==> src/rtl/vpu_fp_max_reduce_pkg.sv <==
// Shared types and constants for the FP max-reduction issue stage.
//   OPERAND_WIDTH   : FP32 operand width used on every data path
//   max_red_state_t : FSM state encoding (StIdle, StRun, StFinish)
package vpu_fp_max_reduce_pkg;

  localparam int unsigned OPERAND_WIDTH = 32;

  typedef logic [1:0] max_red_state_t;

  localparam max_red_state_t StIdle   = 2'd0;
  localparam max_red_state_t StRun    = 2'd1;
  localparam max_red_state_t StFinish = 2'd2;

endpackage

==> src/rtl/vpu_fp_max_reduce_if.sv <==
// Link between the reduction issue stage and the two-input FP max unit.
//   operand_0/operand_1 : operand pair, valid with start
//   start               : one-cycle issue strobe
//   result/done         : returned maximum, valid with done
// master = issue stage, slave = max unit.
interface vpu_fp_max_reduce_if;
  import vpu_fp_max_reduce_pkg::*;

  logic [OPERAND_WIDTH-1:0] operand_0;
  logic [OPERAND_WIDTH-1:0] operand_1;
  logic                     start;
  logic [OPERAND_WIDTH-1:0] result;
  logic                     done;

  modport master (
    output operand_0,
    output operand_1,
    output start,
    input  result,
    input  done
  );

  modport slave (
    input  operand_0,
    input  operand_1,
    input  start,
    output result,
    output done
  );

endinterface

==> src/rtl/vpu_max_partial_buf.sv <==
// Partial-result FIFO for the max reduction.
//   push_i/push_data_i : write one entry
//   pop_cnt_i          : drop 0, 1 or 2 entries from the head
//   head0_o/head1_o    : first and second entries (head1 meaningful when count_o >= 2)
//   count_o            : current occupancy
// Depth must be a power of two so the pointers wrap naturally.
// Synchronous active-high reset clears pointers and count; storage is not reset.
module vpu_max_partial_buf
  import vpu_fp_max_reduce_pkg::*;
#(
  parameter int unsigned Depth = 4,
  parameter int unsigned Width = OPERAND_WIDTH,
  localparam int unsigned PtrW = $clog2(Depth),
  localparam int unsigned CntW = $clog2(Depth + 1)
) (
  input  logic             clk,
  input  logic             rst,
  input  logic             push_i,
  input  logic [Width-1:0] push_data_i,
  input  logic [1:0]       pop_cnt_i,
  output logic [Width-1:0] head0_o,
  output logic [Width-1:0] head1_o,
  output logic [CntW-1:0]  count_o
);

  logic [Width-1:0] mem_q [Depth];
  logic [PtrW-1:0]  rd_ptr_q, rd_ptr_d;
  logic [PtrW-1:0]  wr_ptr_q, wr_ptr_d;
  logic [CntW-1:0]  count_q, count_d;

  always_comb begin
    rd_ptr_d = rd_ptr_q + PtrW'(pop_cnt_i);
    wr_ptr_d = wr_ptr_q + PtrW'(push_i);
    count_d  = count_q + CntW'(push_i) - CntW'(pop_cnt_i);
  end

  assign head0_o = mem_q[rd_ptr_q];
  assign head1_o = mem_q[rd_ptr_q + PtrW'(1)];
  assign count_o = count_q;

  always_ff @(posedge clk) begin
    if (rst) begin
      rd_ptr_q <= '0;
      wr_ptr_q <= '0;
      count_q  <= '0;
    end else begin
      rd_ptr_q <= rd_ptr_d;
      wr_ptr_q <= wr_ptr_d;
      count_q  <= count_d;
    end
  end

  always_ff @(posedge clk) begin
    if (push_i) begin
      mem_q[wr_ptr_q] <= push_data_i;
    end
  end

endmodule

==> src/rtl/vpu_fp_max_reduce.sv <==
// Issue stage that reduces a streamed FP32 vector to its maximum using an external
// two-input max unit. Elements land in a 2-entry hold register; pairs of holds or pairs of
// returned partials are issued to the unit, keeping at most MAX_OUTSTANDING ops in flight.
// Ports:
//   clk, rst            : clock, synchronous active-high reset
//   elem_i/elem_valid_i/elem_last_i/elem_ready_o : element stream in
//   unit_io             : max unit link (operands/start out, result/done in)
//   result_o/done_o     : final maximum with one-cycle done pulse
//   busy_o              : vector in progress
//   issue_cnt_o         : issues for the current vector (only with VPU_MAX_REDUCE_STAT_EN)
// Build option: define VPU_MAX_REDUCE_STAT_EN to add the issue counter port.
module vpu_fp_max_reduce
  import vpu_fp_max_reduce_pkg::*;
#(
  parameter int unsigned MAX_OUTSTANDING = 2,
  parameter int unsigned PBUF_DEPTH      = 4
) (
  input  logic                     clk,
  input  logic                     rst,
  input  logic [OPERAND_WIDTH-1:0] elem_i,
  input  logic                     elem_valid_i,
  input  logic                     elem_last_i,
  output logic                     elem_ready_o,
  vpu_fp_max_reduce_if.master      unit_io,
  output logic [OPERAND_WIDTH-1:0] result_o,
  output logic                     done_o,
  output logic                     busy_o
`ifdef VPU_MAX_REDUCE_STAT_EN
  ,
  output logic [15:0]              issue_cnt_o
`endif
);

  localparam int unsigned OutW = $clog2(MAX_OUTSTANDING + 1);
  localparam int unsigned CntW = $clog2(PBUF_DEPTH + 1);

  max_red_state_t           state_q, state_d;
  logic [OPERAND_WIDTH-1:0] hold_q [2];
  logic [OPERAND_WIDTH-1:0] hold_d [2];
  logic [1:0]               hold_cnt_q, hold_cnt_d;
  logic [OutW-1:0]          outstanding_q, outstanding_d;
  logic                     last_seen_q, last_seen_d;
  logic [OPERAND_WIDTH-1:0] op0_q, op0_d, op1_q, op1_d;
  logic                     start_q, start_d;
  logic [OPERAND_WIDTH-1:0] result_q, result_d;
  logic                     done_q, done_d;

  logic [OPERAND_WIDTH-1:0] pbuf_head0, pbuf_head1;
  logic [CntW-1:0]          pbuf_cnt;
  logic [1:0]               pbuf_pop;
  logic                     unit_ret;

  logic elem_accept, run, slot_free, term;
  logic rule_pp, rule_hh, rule_hp;
  logic issue_pp, issue_hh, issue_hp, issue;

  assign elem_ready_o = (state_q != StFinish) && (hold_cnt_q < 2'd2) && !last_seen_q;
  assign elem_accept  = elem_valid_i && elem_ready_o;
  assign run          = (state_q == StRun);
  assign slot_free    = (outstanding_q < OutW'(MAX_OUTSTANDING));

  // Results arriving with nothing in flight are leftovers from before a reset.
  assign unit_ret = unit_io.done && (outstanding_q != '0);

  assign rule_pp = (pbuf_cnt >= CntW'(2));
  assign rule_hh = (hold_cnt_q == 2'd2);
  assign rule_hp = last_seen_q && (hold_cnt_q == 2'd1) && (pbuf_cnt == CntW'(1));

  assign issue_pp = run && slot_free && rule_pp;
  assign issue_hh = run && slot_free && !rule_pp && rule_hh;
  assign issue_hp = run && slot_free && !rule_pp && !rule_hh && rule_hp;
  assign issue    = issue_pp || issue_hh || issue_hp;

  // Exactly one value left and nothing in flight: it is the maximum.
  assign term = run && last_seen_q && (outstanding_q == '0) &&
                (((pbuf_cnt == CntW'(1)) && (hold_cnt_q == 2'd0)) ||
                 ((hold_cnt_q == 2'd1) && (pbuf_cnt == CntW'(0))));

  always_comb begin
    state_d       = state_q;
    hold_d        = hold_q;
    hold_cnt_d    = hold_cnt_q;
    last_seen_d   = last_seen_q;
    outstanding_d = outstanding_q + OutW'(issue) - OutW'(unit_ret);
    op0_d         = '0;
    op1_d         = '0;
    start_d       = issue;
    result_d      = result_q;
    done_d        = 1'b0;
    pbuf_pop      = 2'd0;

    if (issue_pp) begin
      op0_d    = pbuf_head0;
      op1_d    = pbuf_head1;
      pbuf_pop = 2'd2;
    end else if (issue_hh) begin
      op0_d      = hold_q[0];
      op1_d      = hold_q[1];
      hold_cnt_d = 2'd0;
    end else if (issue_hp) begin
      op0_d      = hold_q[0];
      op1_d      = pbuf_head0;
      pbuf_pop   = 2'd1;
      hold_cnt_d = 2'd0;
    end

    // No issue can drain the holds while one is accepted (ready needs hold_cnt < 2).
    if (elem_accept) begin
      hold_d[hold_cnt_q[0]] = elem_i;
      hold_cnt_d            = hold_cnt_q + 2'd1;
      if (elem_last_i) begin
        last_seen_d = 1'b1;
      end
    end

    unique case (state_q)
      StIdle: begin
        if (elem_accept) begin
          state_d = StRun;
        end
      end
      StRun: begin
        if (term) begin
          state_d = StFinish;
          done_d  = 1'b1;
          if (hold_cnt_q == 2'd1) begin
            result_d   = hold_q[0];
            hold_cnt_d = 2'd0;
          end else begin
            result_d = pbuf_head0;
            pbuf_pop = 2'd1;
          end
        end
      end
      StFinish: begin
        state_d     = StIdle;
        last_seen_d = 1'b0;
      end
      default: state_d = StIdle;
    endcase
  end

  always_ff @(posedge clk) begin
    if (rst) begin
      state_q       <= StIdle;
      hold_q[0]     <= '0;
      hold_q[1]     <= '0;
      hold_cnt_q    <= '0;
      outstanding_q <= '0;
      last_seen_q   <= 1'b0;
      op0_q         <= '0;
      op1_q         <= '0;
      start_q       <= 1'b0;
      result_q      <= '0;
      done_q        <= 1'b0;
    end else begin
      state_q       <= state_d;
      hold_q        <= hold_d;
      hold_cnt_q    <= hold_cnt_d;
      outstanding_q <= outstanding_d;
      last_seen_q   <= last_seen_d;
      op0_q         <= op0_d;
      op1_q         <= op1_d;
      start_q       <= start_d;
      result_q      <= result_d;
      done_q        <= done_d;
    end
  end

  vpu_max_partial_buf #(
    .Depth (PBUF_DEPTH),
    .Width (OPERAND_WIDTH)
  ) u_pbuf (
    .clk         (clk),
    .rst         (rst),
    .push_i      (unit_ret),
    .push_data_i (unit_io.result),
    .pop_cnt_i   (pbuf_pop),
    .head0_o     (pbuf_head0),
    .head1_o     (pbuf_head1),
    .count_o     (pbuf_cnt)
  );

  assign unit_io.operand_0 = op0_q;
  assign unit_io.operand_1 = op1_q;
  assign unit_io.start     = start_q;
  assign result_o          = result_q;
  assign done_o            = done_q;
  assign busy_o            = (state_q != StIdle);

`ifdef VPU_MAX_REDUCE_STAT_EN
  logic [15:0] issue_cnt_q, issue_cnt_d;

  always_comb begin
    issue_cnt_d = issue_cnt_q;
    if ((state_q == StIdle) && elem_accept) begin
      issue_cnt_d = '0;
    end else if (issue) begin
      issue_cnt_d = issue_cnt_q + 16'd1;
    end
  end

  always_ff @(posedge clk) begin
    if (rst) begin
      issue_cnt_q <= '0;
    end else begin
      issue_cnt_q <= issue_cnt_d;
    end
  end

  assign issue_cnt_o = issue_cnt_q;
`endif

endmodule

==> src/flat_wrapper.sv <==
// flat-port wrapper written by rule: the top's interface ports become plain ports
module vpu_fp_max_reduce_flat import vpu_fp_max_reduce_pkg::*;
#(
  parameter int unsigned MAX_OUTSTANDING = 2,
  parameter int unsigned PBUF_DEPTH      = 4
)
  (clk, rst, elem_i, elem_valid_i, elem_last_i, elem_ready_o, result_o, done_o, busy_o, unit_io_operand_0, unit_io_operand_1, unit_io_start, unit_io_result, unit_io_done);
  vpu_fp_max_reduce_if unit_io_i ();
  input  logic clk;
  input  logic rst;
  input  logic [OPERAND_WIDTH-1:0] elem_i;
  input  logic elem_valid_i;
  input  logic elem_last_i;
  output logic elem_ready_o;
  output logic [OPERAND_WIDTH-1:0] result_o;
  output logic done_o;
  output logic busy_o;
  output wire logic [$bits(unit_io_i.operand_0)-1:0] unit_io_operand_0;
  output wire logic [$bits(unit_io_i.operand_1)-1:0] unit_io_operand_1;
  output wire logic [$bits(unit_io_i.start)-1:0] unit_io_start;
  input wire logic [$bits(unit_io_i.result)-1:0] unit_io_result;
  input wire logic [$bits(unit_io_i.done)-1:0] unit_io_done;
  assign unit_io_operand_0 = unit_io_i.operand_0;
  assign unit_io_operand_1 = unit_io_i.operand_1;
  assign unit_io_start = unit_io_i.start;
  assign unit_io_i.result = unit_io_result;
  assign unit_io_i.done = unit_io_done;
  vpu_fp_max_reduce #(.MAX_OUTSTANDING(MAX_OUTSTANDING), .PBUF_DEPTH(PBUF_DEPTH)) u_core (.clk(clk), .rst(rst), .elem_i(elem_i), .elem_valid_i(elem_valid_i), .elem_last_i(elem_last_i), .elem_ready_o(elem_ready_o), .unit_io(unit_io_i), .result_o(result_o), .done_o(done_o), .busy_o(busy_o));
endmodule
==> config.mk <==
export PLATFORM = sky130hd
export DESIGN_NAME = vpu_fp_max_reduce_flat
export DESIGN_NICKNAME = d
export VERILOG_FILES = /design/src/rtl/vpu_fp_max_reduce_pkg.sv /design/src/rtl/vpu_fp_max_reduce_if.sv /design/src/rtl/vpu_max_partial_buf.sv /design/src/rtl/vpu_fp_max_reduce.sv /design/src/flat_wrapper.sv
export SDC_FILE = /design/constraint.sdc
export NUM_CORES = 1
export LEC_CHECK = 0
export ABC_CLOCK_PERIOD_IN_PS = 3900
export BUFFER_PORTS_ARGS = -buffer_cell sky130_fd_sc_hd__buf_2
export CORE_MARGIN = 2
export CORE_UTILIZATION = 50
export CTS_CLUSTER_SIZE = 8
export DETAILED_ROUTE_END_ITERATION = 7
export PLACE_DENSITY = 0.71
export SLEW_MARGIN = 30
export SYNTH_ARGS = -nofsm -noshare
export SYNTH_HDL_FRONTEND = slang
export SYNTH_SLANG_ARGS = --single-unit
==> constraint.sdc <==
create_clock -name clk -period 3.9 [get_ports clk]
set_input_delay 0.39 -clock clk [delete_from_list [all_inputs] [get_ports clk]]
set_output_delay 0.39 -clock clk [all_outputs]
set_load 0.03 [all_outputs]
==> metrics, run 1 <==
Die Y 160 um; Clock Latency Late Sink between 0.5 and 0.6 ns; largest family of logic cells by synthesized area multiplexers; worst-margin pin slew 0.923 ns; critical path capture point type flip-flop; slowest cell delay on critical path approximately 0.6 ns; pwr/cell area around 580 nW/um2; top area cells in the synthesized netlist edfxtp_1 32%, dfxtp_1 29%, mux4_2 12%, nand2_1 3.1%, mux2i_1 2.8%; setup violators final 0; Filler cells between 1500 and 2000; Layout Skew between 0.015 and 0.02 ns; Yosys top cell area share 0.317; sequential area share after synthesis 0.608; Die W ~160 um; drt first pass iters 5; leading area contributor after synthesis edfxtp_1; Mapped Area approximately 12000 um2; nets between 1000 and 1500; vias around 8400; Yosys warnings 0; Max Fclk 305 MHz; Synth cell types between 40 and 50; Area Growth Syn to Fin 20.2%; xor-xnor portion of the synthesized cell area 0.00506; CTS Hold Bufs 0; Slew Viols, Final 0; Vias/cell 5.78; setup TNS 0 ns; initial antenna violation count 3; vias in the first global route between 8000 and 9000; worst-path fanout max 5; slew margin rel. 0.383; synthesized flop and latch total approximately 300; postcts setup bufs 0; Sequential cell area 7370 um2; Max Buffers Root-to-Sink 3; post-cts sizing count 0; Worst-path clk slew around 0.050 ns; post-route minimum period 3.28 ns; mean routed wirelength per cell roughly 20 um; startpoint types flip-flop; Port Buf Inserts ~170; Post-Synth Adder-Cell Area 0.0120; Post-Route WL roughly 30000 um; CTS tree yes; fraction of synthesized area in multiplexers 0.147; count leader, synth dfxtp_1; RePlAce Congestion between 0.8 and 0.9; fin crit share 0.840; Critical Path AT ~3.7 ns; Post-synth EDFFs ~130; Post-Synth Simple-Gate Area 0.0982; htree depth 2; required time of the critical path roughly 4.3 ns; Setup CP Type flip-flop to flip-flop; Detailed Place HPWL around 19000 um; Synth top cells by count 176 x dfxtp_1, 128 x edfxtp_1, 99 x nand2_1, 75 x nor2_1, 66 x a21oi_1; Power Total around 8.5 mW; # rows 56; maxcap violations 0; DR iter-0 viols about 760; Leak ~5.3 nW; area of the multi-input gates between 4000 and 5000 um2; syn_area_per_cell about 13 um2; first-pass GRT wire length between 40000 and 50000 um; die area 25500 um2; ys async rst share 0; drc violations 0; Post-Route Utilization 0.617; slowest CP cell or4b_4; Post-Synthesis Cells about 950; # IOs ~170; Initial Util 0.513; outcome complete, no violations; CTS sink cnt about 300; Total GRT Usage 0.230; Post-DRT Antenna Nets 0; Synth Flop Type dfxtp_1; ratio of cells with drive above 1 in the final layout 0.286; crit-path cells or4b_4 > or4_1 > o21ai_0 > ha_1 > inv_1 > ha_1 > inv_1 > fa_1 > xor2_1 > xnor2_1 > nor2_1; Num CTS Buffers 44; Peak VDD IR 0.353 mV; Hold Crit Class primary input to flip-flop; RSZ-0062 raised after global routing false; post-synthesis compound-gate area fraction 0.0976; largest net degree at the start of global routing 75; Synth Net Count between 1000 and 1500; Hold Vio Cnt, Final 0; Root Driver clkbuf_16; core area 23600 um2; Overflow after GRT 0
==> where the power goes <==
part           internal (mW)  switching [mW]  total (mW)
Sequential              3.58           0.158        3.73
Clock                   2.14            1.33        3.47
Combinational          0.485           0.819        1.30
==> placed cells by master, fill, tap and decap left out, types with 2 or more instances in the layout <==
master     Yosys  layout
clkbuf_16      0      45
nor2_4         0       2
ha_1          10       9
a22o_1        32      32
a211oi_1      32      32
o21ai_0        2       2
nor3_1        38      37
nand4_1        2       2
a221oi_1      32      32
clkbuf_1      53      26
edfxtp_1     128     128
mux4_2        64      64
dfxtp_1      176     173
a21oi_1       66      66
buf_2         14     167
nand2b_1       2       2
xor2_1         2       2
and3_2         0       3
dfxtp_2        0       2
mux2i_1       34      34
nand3_1       33      33
buf_4          2      23
nand2_1       99      99
inv_1         10      10
nor2b_1        5       5
xnor2_1        5       5
inv_16         0       2
diode_2        0       4
nor2_1        75      73
==> cells by family after synthesis <==
| logic type | count (synthesis) |
|---|---|
| XOR/XNOR | 7 |
| AO/OA/AOI/OAI | 168 |
| adder cells (fa/ha/maj) | 11 |
| flip-flops | 304 |
| multiplexers | 98 |
| AND/OR/NAND/NOR | 268 |
| buffers and inverters | 90 |
==> per-layer routing <==
layer	GRT usage	part of all wire	vias to the layer above
li1	-	-	3894
met1	0.314	0.41	4043
met2	0.370	0.48	407
met3	0.0449	0.086	65
met4	0.0814	0.027	0
met5	0	0	-
==> per-stage QoR <==
stage | std cells | setup WS (ns) | cell area (um2) | hold WS [ns]
2_1_floorplan | 946 | 0.476 | 12100 | 0.436
3_3_place_gp | 1377 | 0.697 | 13200 | 0.443
3_5_place_dp | 1377 | 0.638 | 13200 | 0.450
4_1_cts | 1451 | 0.630 | 14500 | 0.0531
5_1_grt | 1454 | 0.473 | 14600 | 0.0603
6_report | 1456 | 0.624 | 14600 | 0.0686
==> final cells by class <==
type	count	share of cell area
antenna	4	0.000688
tap	319	0.0274
clock inverter	3	0.00335
timing repair buffer	192	0.0725
sequential	304	0.506
multi-input combinational	552	0.303
clock buffer	71	0.0841
inverter	11	0.00284
==> worst paths after layout <==
path,from,endpoint,slack (ns),cells past startpoint
max,u_core.outstanding_q[1]$_SDFF_PP0_,u_core.u_pbuf.count_o[2]$_SDFF_PP0_,0.62,11
min,unit_io_result[0],u_core.u_pbuf.mem_q[2][0]$_DFFE_PP_,0.07,1
max reg2reg,u_core.outstanding_q[1]$_SDFF_PP0_,u_core.u_pbuf.count_o[2]$_SDFF_PP0_,0.62,11
min reg2reg,u_core.hold_q[12]$_SDFFE_PP0P_,u_core.hold_q[12]$_SDFFE_PP0P_,0.46,2
==> registers in the layout, indices dropped and copies added, names as in the netlist, 3 cells and up <==
name	cells
u_core.u_pbuf.mem_q	128
u_core.hold_q	64
u_core.result_o	32
u_core.u_pbuf.count_o	3
u_core.unit_io.operand_0	32
u_core.unit_io.operand_1	32
==> critical path: cells and delay by family, from the launching register on <==
family                   cells  cell delay [ns]
flip-flops                   1             0.38
XOR/XNOR                     2             0.31
AND/OR/NAND/NOR              3             1.22
buffers and inverters        2             0.09
adder cells (fa/ha/maj)      3             0.78
AO/OA/AOI/OAI                1             0.34
(Power assumes the default switching activity.)
==> run 2: changes to the inputs <==
--- a/config.mk
+++ b/config.mk
@@ -5,13 +5,13 @@
 export SDC_FILE = /design/constraint.sdc
 export NUM_CORES = 1
 export LEC_CHECK = 0
-export ABC_CLOCK_PERIOD_IN_PS = 3900
+export ABC_CLOCK_PERIOD_IN_PS = 2800
 export BUFFER_PORTS_ARGS = -buffer_cell sky130_fd_sc_hd__buf_2
 export CORE_MARGIN = 2
 export CORE_UTILIZATION = 50
 export CTS_CLUSTER_SIZE = 8
 export DETAILED_ROUTE_END_ITERATION = 7
-export PLACE_DENSITY = 0.71
+export PLACE_DENSITY = 0.74
 export SLEW_MARGIN = 30
 export SYNTH_ARGS = -nofsm -noshare
 export SYNTH_HDL_FRONTEND = slang
==> constraint.sdc (replaced) <==
create_clock -name clk -period 2.8 [get_ports clk]
set_input_delay 0.28 -clock clk [delete_from_list [all_inputs] [get_ports clk]]
set_output_delay 0.28 -clock clk [all_outputs]
set_load 0.03 [all_outputs]
==> run 2 against run 1 <==
The flow now finishes with violations (setup timing). Cell area is 3.3% higher. Combinational power grew 50%. Cell count grew 2.7%. Maximum frequency rose by 15%. First-iteration DRC count grew 4.6%. Clock skew barely moved. Routed wire length shrank 0.17%. Register-to-register slack got worse by 0.67 ns. Clock power grew 35%. Sequential share of layout area is 1.6 points lower. Non-clock buffer count grew 46. Highest routed layer is now met5.
==> metrics, run 2 (synthesis results as in run 1) <==
outcome finished, violations left; failing checks setup timing; slowest CP cell or4b_4; Vias/cell 5.79 (+0.20%); pwr/cell area 784 nW/um2 (+34%); Reg-to-Reg Start u_core.u_pbuf.count_o[1]$_SDFF_PP0_; htree depth 2 (unchanged); post-route minimum period 2.84 ns (-0.434 ns); Largest Register u_core.u_pbuf.mem_q; Max Fclk 352 MHz (+15%); Die W 160 um (unchanged); Area Growth Syn to Fin 24.2%; setup violators final 1 (+1); Worst-path clk slew 0.05 ns (about the same); R2R Path End u_core.u_pbuf.count_o[2]$_SDFF_PP0_; drc violations 0 (unchanged); Hold Crit Class primary input to flip-flop; worst-margin pin slew 0.956 ns (+0.0329 ns); most frequent cells in the layout 173 x dfxtp_1, 167 x buf_2, 128 x edfxtp_1; Clock Latency Late Sink 0.52 ns (-0.02 ns); Detailed Place HPWL 19300 um (about the same); RePlAce Congestion 0.824 (+1.9%); # IOs 169 (unchanged); CTS sink cnt 304 (unchanged); Hold Vio Cnt, Final 0 (unchanged); vias 8657 (+2.9%); ratio of cells with drive above 1 in the final layout 0.288 (+0.00205); Layout Skew 0.0170 ns (+0.000227 ns); Worst Slack Setup Final -0.0428 ns (-0.666 ns); startpoint types flip-flop; Setup CP Type flip-flop to flip-flop; Post-Route Utilization 0.637 (+0.0206); Root Driver clkbuf_16; DR iter-0 viols 792 (+4.6%); setup TNS -0.0428 ns (-0.0428 ns); RSZ-0062 raised after global routing true; vias in the first global route 8385 (+4.8%); CTS tree yes; worst-path fanout max 3 (-2); Top Registers u_core.u_pbuf.mem_q x128, u_core.hold_q x64; Post-Route WL 29800 um (-0.17%); n_diodes 0 (-4); placed cell count 1388 (+0.80%); WHS Path Cells 3 (+2); R2R Setup Slk -0.04 ns (-0.67 ns); Max Buffers Root-to-Sink 3 (unchanged); Total GRT Usage 0.231 (+0.00145); mean routed wirelength per cell 19.9 um (-2.8%); number of flip-flops in the largest register 128 (unchanged); maxcap violations 0 (unchanged); Post-DRT Antenna Nets 0 (unchanged); fin crit share 1.02 (+0.175); CP most frequent cell inv_1; final instance area 15000 um2 (+3.3%); crit path buf inv count 2 (unchanged); first-pass GRT wire length 46300 um (+1.2%); CP top delay family simple AND/OR/NAND/NOR gates; Port Buf Inserts 168 (unchanged); Critical Path AT 3.21 ns (-0.45 ns); commonest non-fill, non-tap cell in the layout dfxtp_1; initial antenna violation count 1 (-2); Initial Util 0.513 (unchanged); Die Y 160 um (unchanged); non-filler cells, final 1496 (+2.7%); nets 1230 (+3.8%); core area 23600 um2 (unchanged); slowest cell delay on critical path 0.54 ns (-0.07 ns); hold slack 0.0148 ns (-0.0538 ns); required time of the critical path 3.17 ns (-1.11 ns); Peak VDD IR 0.445 mV (+26%); crit-path cells or4b_4 > or4_4 > o21ai_4 > ha_4 > inv_1 > ha_1 > inv_1 > fa_2 > xor2_2 > xnor2_1 > nor2_1; dpl cell area 13400 um2 (+1.4%); Num CTS Buffers 43 (-2.3%); Overflow after GRT 0 (unchanged); critical path capture point type flip-flop; # rows 56 (unchanged); worst reg2reg path depth 11 (unchanged); slew margin rel. 0.361 (-0.0216); Filler cells 1822 (-1.6%); largest net degree at the start of global routing 98 (+31%); die area 25500 um2 (unchanged); Leak 5.45 nW (+3.7%); WHS Endpoint u_core.hold_q[59]$_SDFFE_PP0P_; Slew Viols, Final 0 (unchanged); Hold Crit Start elem_i[27]; drt first pass iters 8 (+3)
==> run 2: cell types whose count changed in the layout (fill, tap and decap cells not counted), sizes merged <==
| cell | delta |
|---|---|
| buf | +12 |
| clkbuf | -1 |
| diode | -4 |
| dlygate4sd3 | +34 |
| inv | -1 |
==> run 2: layout make-up <==
cell class | count | area, um2 | area share
clock buffer | 70 | 1200 | 0.0797
clock inverter | 2 | 25.0 | 0.00166
inverter | 11 | 41.3 | 0.00274
multi-input combinational | 552 | 4460 | 0.296
sequential | 304 | 7380 | 0.490
tap | 319 | 399 | 0.0265
timing repair buffer | 238 | 1550 | 0.103
==> run 2: how the worst max path moves through the flow <==
stage          cells past startpoint                                   to                           startpoint
6_report                          11  u_core.u_pbuf.count_o[2]$_SDFF_PP0_  u_core.u_pbuf.count_o[1]$_SDFF_PP0_
2_1_floorplan                     11  u_core.u_pbuf.count_o[2]$_SDFF_PP0_   u_core.outstanding_q[1]$_SDFF_PP0_
4_1_cts                           11  u_core.u_pbuf.count_o[2]$_SDFF_PP0_  u_core.u_pbuf.count_o[1]$_SDFF_PP0_
3_5_place_dp                      11  u_core.u_pbuf.count_o[2]$_SDFF_PP0_  u_core.u_pbuf.count_o[1]$_SDFF_PP0_
3_3_place_gp                      11  u_core.u_pbuf.count_o[2]$_SDFF_PP0_  u_core.u_pbuf.count_o[1]$_SDFF_PP0_
5_1_grt                           11  u_core.u_pbuf.count_o[2]$_SDFF_PP0_  u_core.u_pbuf.count_o[1]$_SDFF_PP0_
==> run 2: worst reg2reg max path, stage by stage (launching register included) <==
cell and delay, ns:
dfxtp_1 0.30, or4b_4 0.54, or4_4 0.52, o21ai_4 0.19
ha_4 0.22, inv_1 0.05, ha_1 0.13, inv_1 0.05
fa_2 0.34, xor2_2 0.15, xnor2_1 0.15, nor2_1 0.06
==> run 2: report_power, final <==
part	internal [mW]	switching, mW
Combinational	0.757	1.19
Sequential	4.98	0.188
Clock	2.89	1.78
Total	8.63	3.17
==> run 2: metrics by stage <==
step | setup slack, ns | total power [mW]
after global routing | -0.137 | 12.3
after global placement | -0.0610 | 7.08
after floorplan | -0.0310 | 6.48
final | -0.0428 | 11.8
after detailed placement | -0.0804 | 7.13
after CTS | -0.0726 | 11.9
==> run 2: routing by layer <==
metal | vias up | GRT usage | wire, um | part of all wire
li1 | 3973 | - | - | -
met1 | 4227 | 0.312 | 12300 | 0.41
met2 | 394 | 0.371 | 14400 | 0.48
met3 | 61 | 0.0486 | 2190 | 0.073
met4 | 2 | 0.0897 | 811 | 0.027
met5 | - | 0 | 13 | 0.00044
==> run 2: what timing repair did <==
action | in CTS | in global routing
gates resized for setup | 3 | 1
pin swaps | 5 | 2
hold buffers | 34 | 0
gates cloned | 0 | 0
endpoints found under the setup margin | 1 | 2
buffers inserted | 1 | 1
endpoints found under the hold margin | 130 | 0
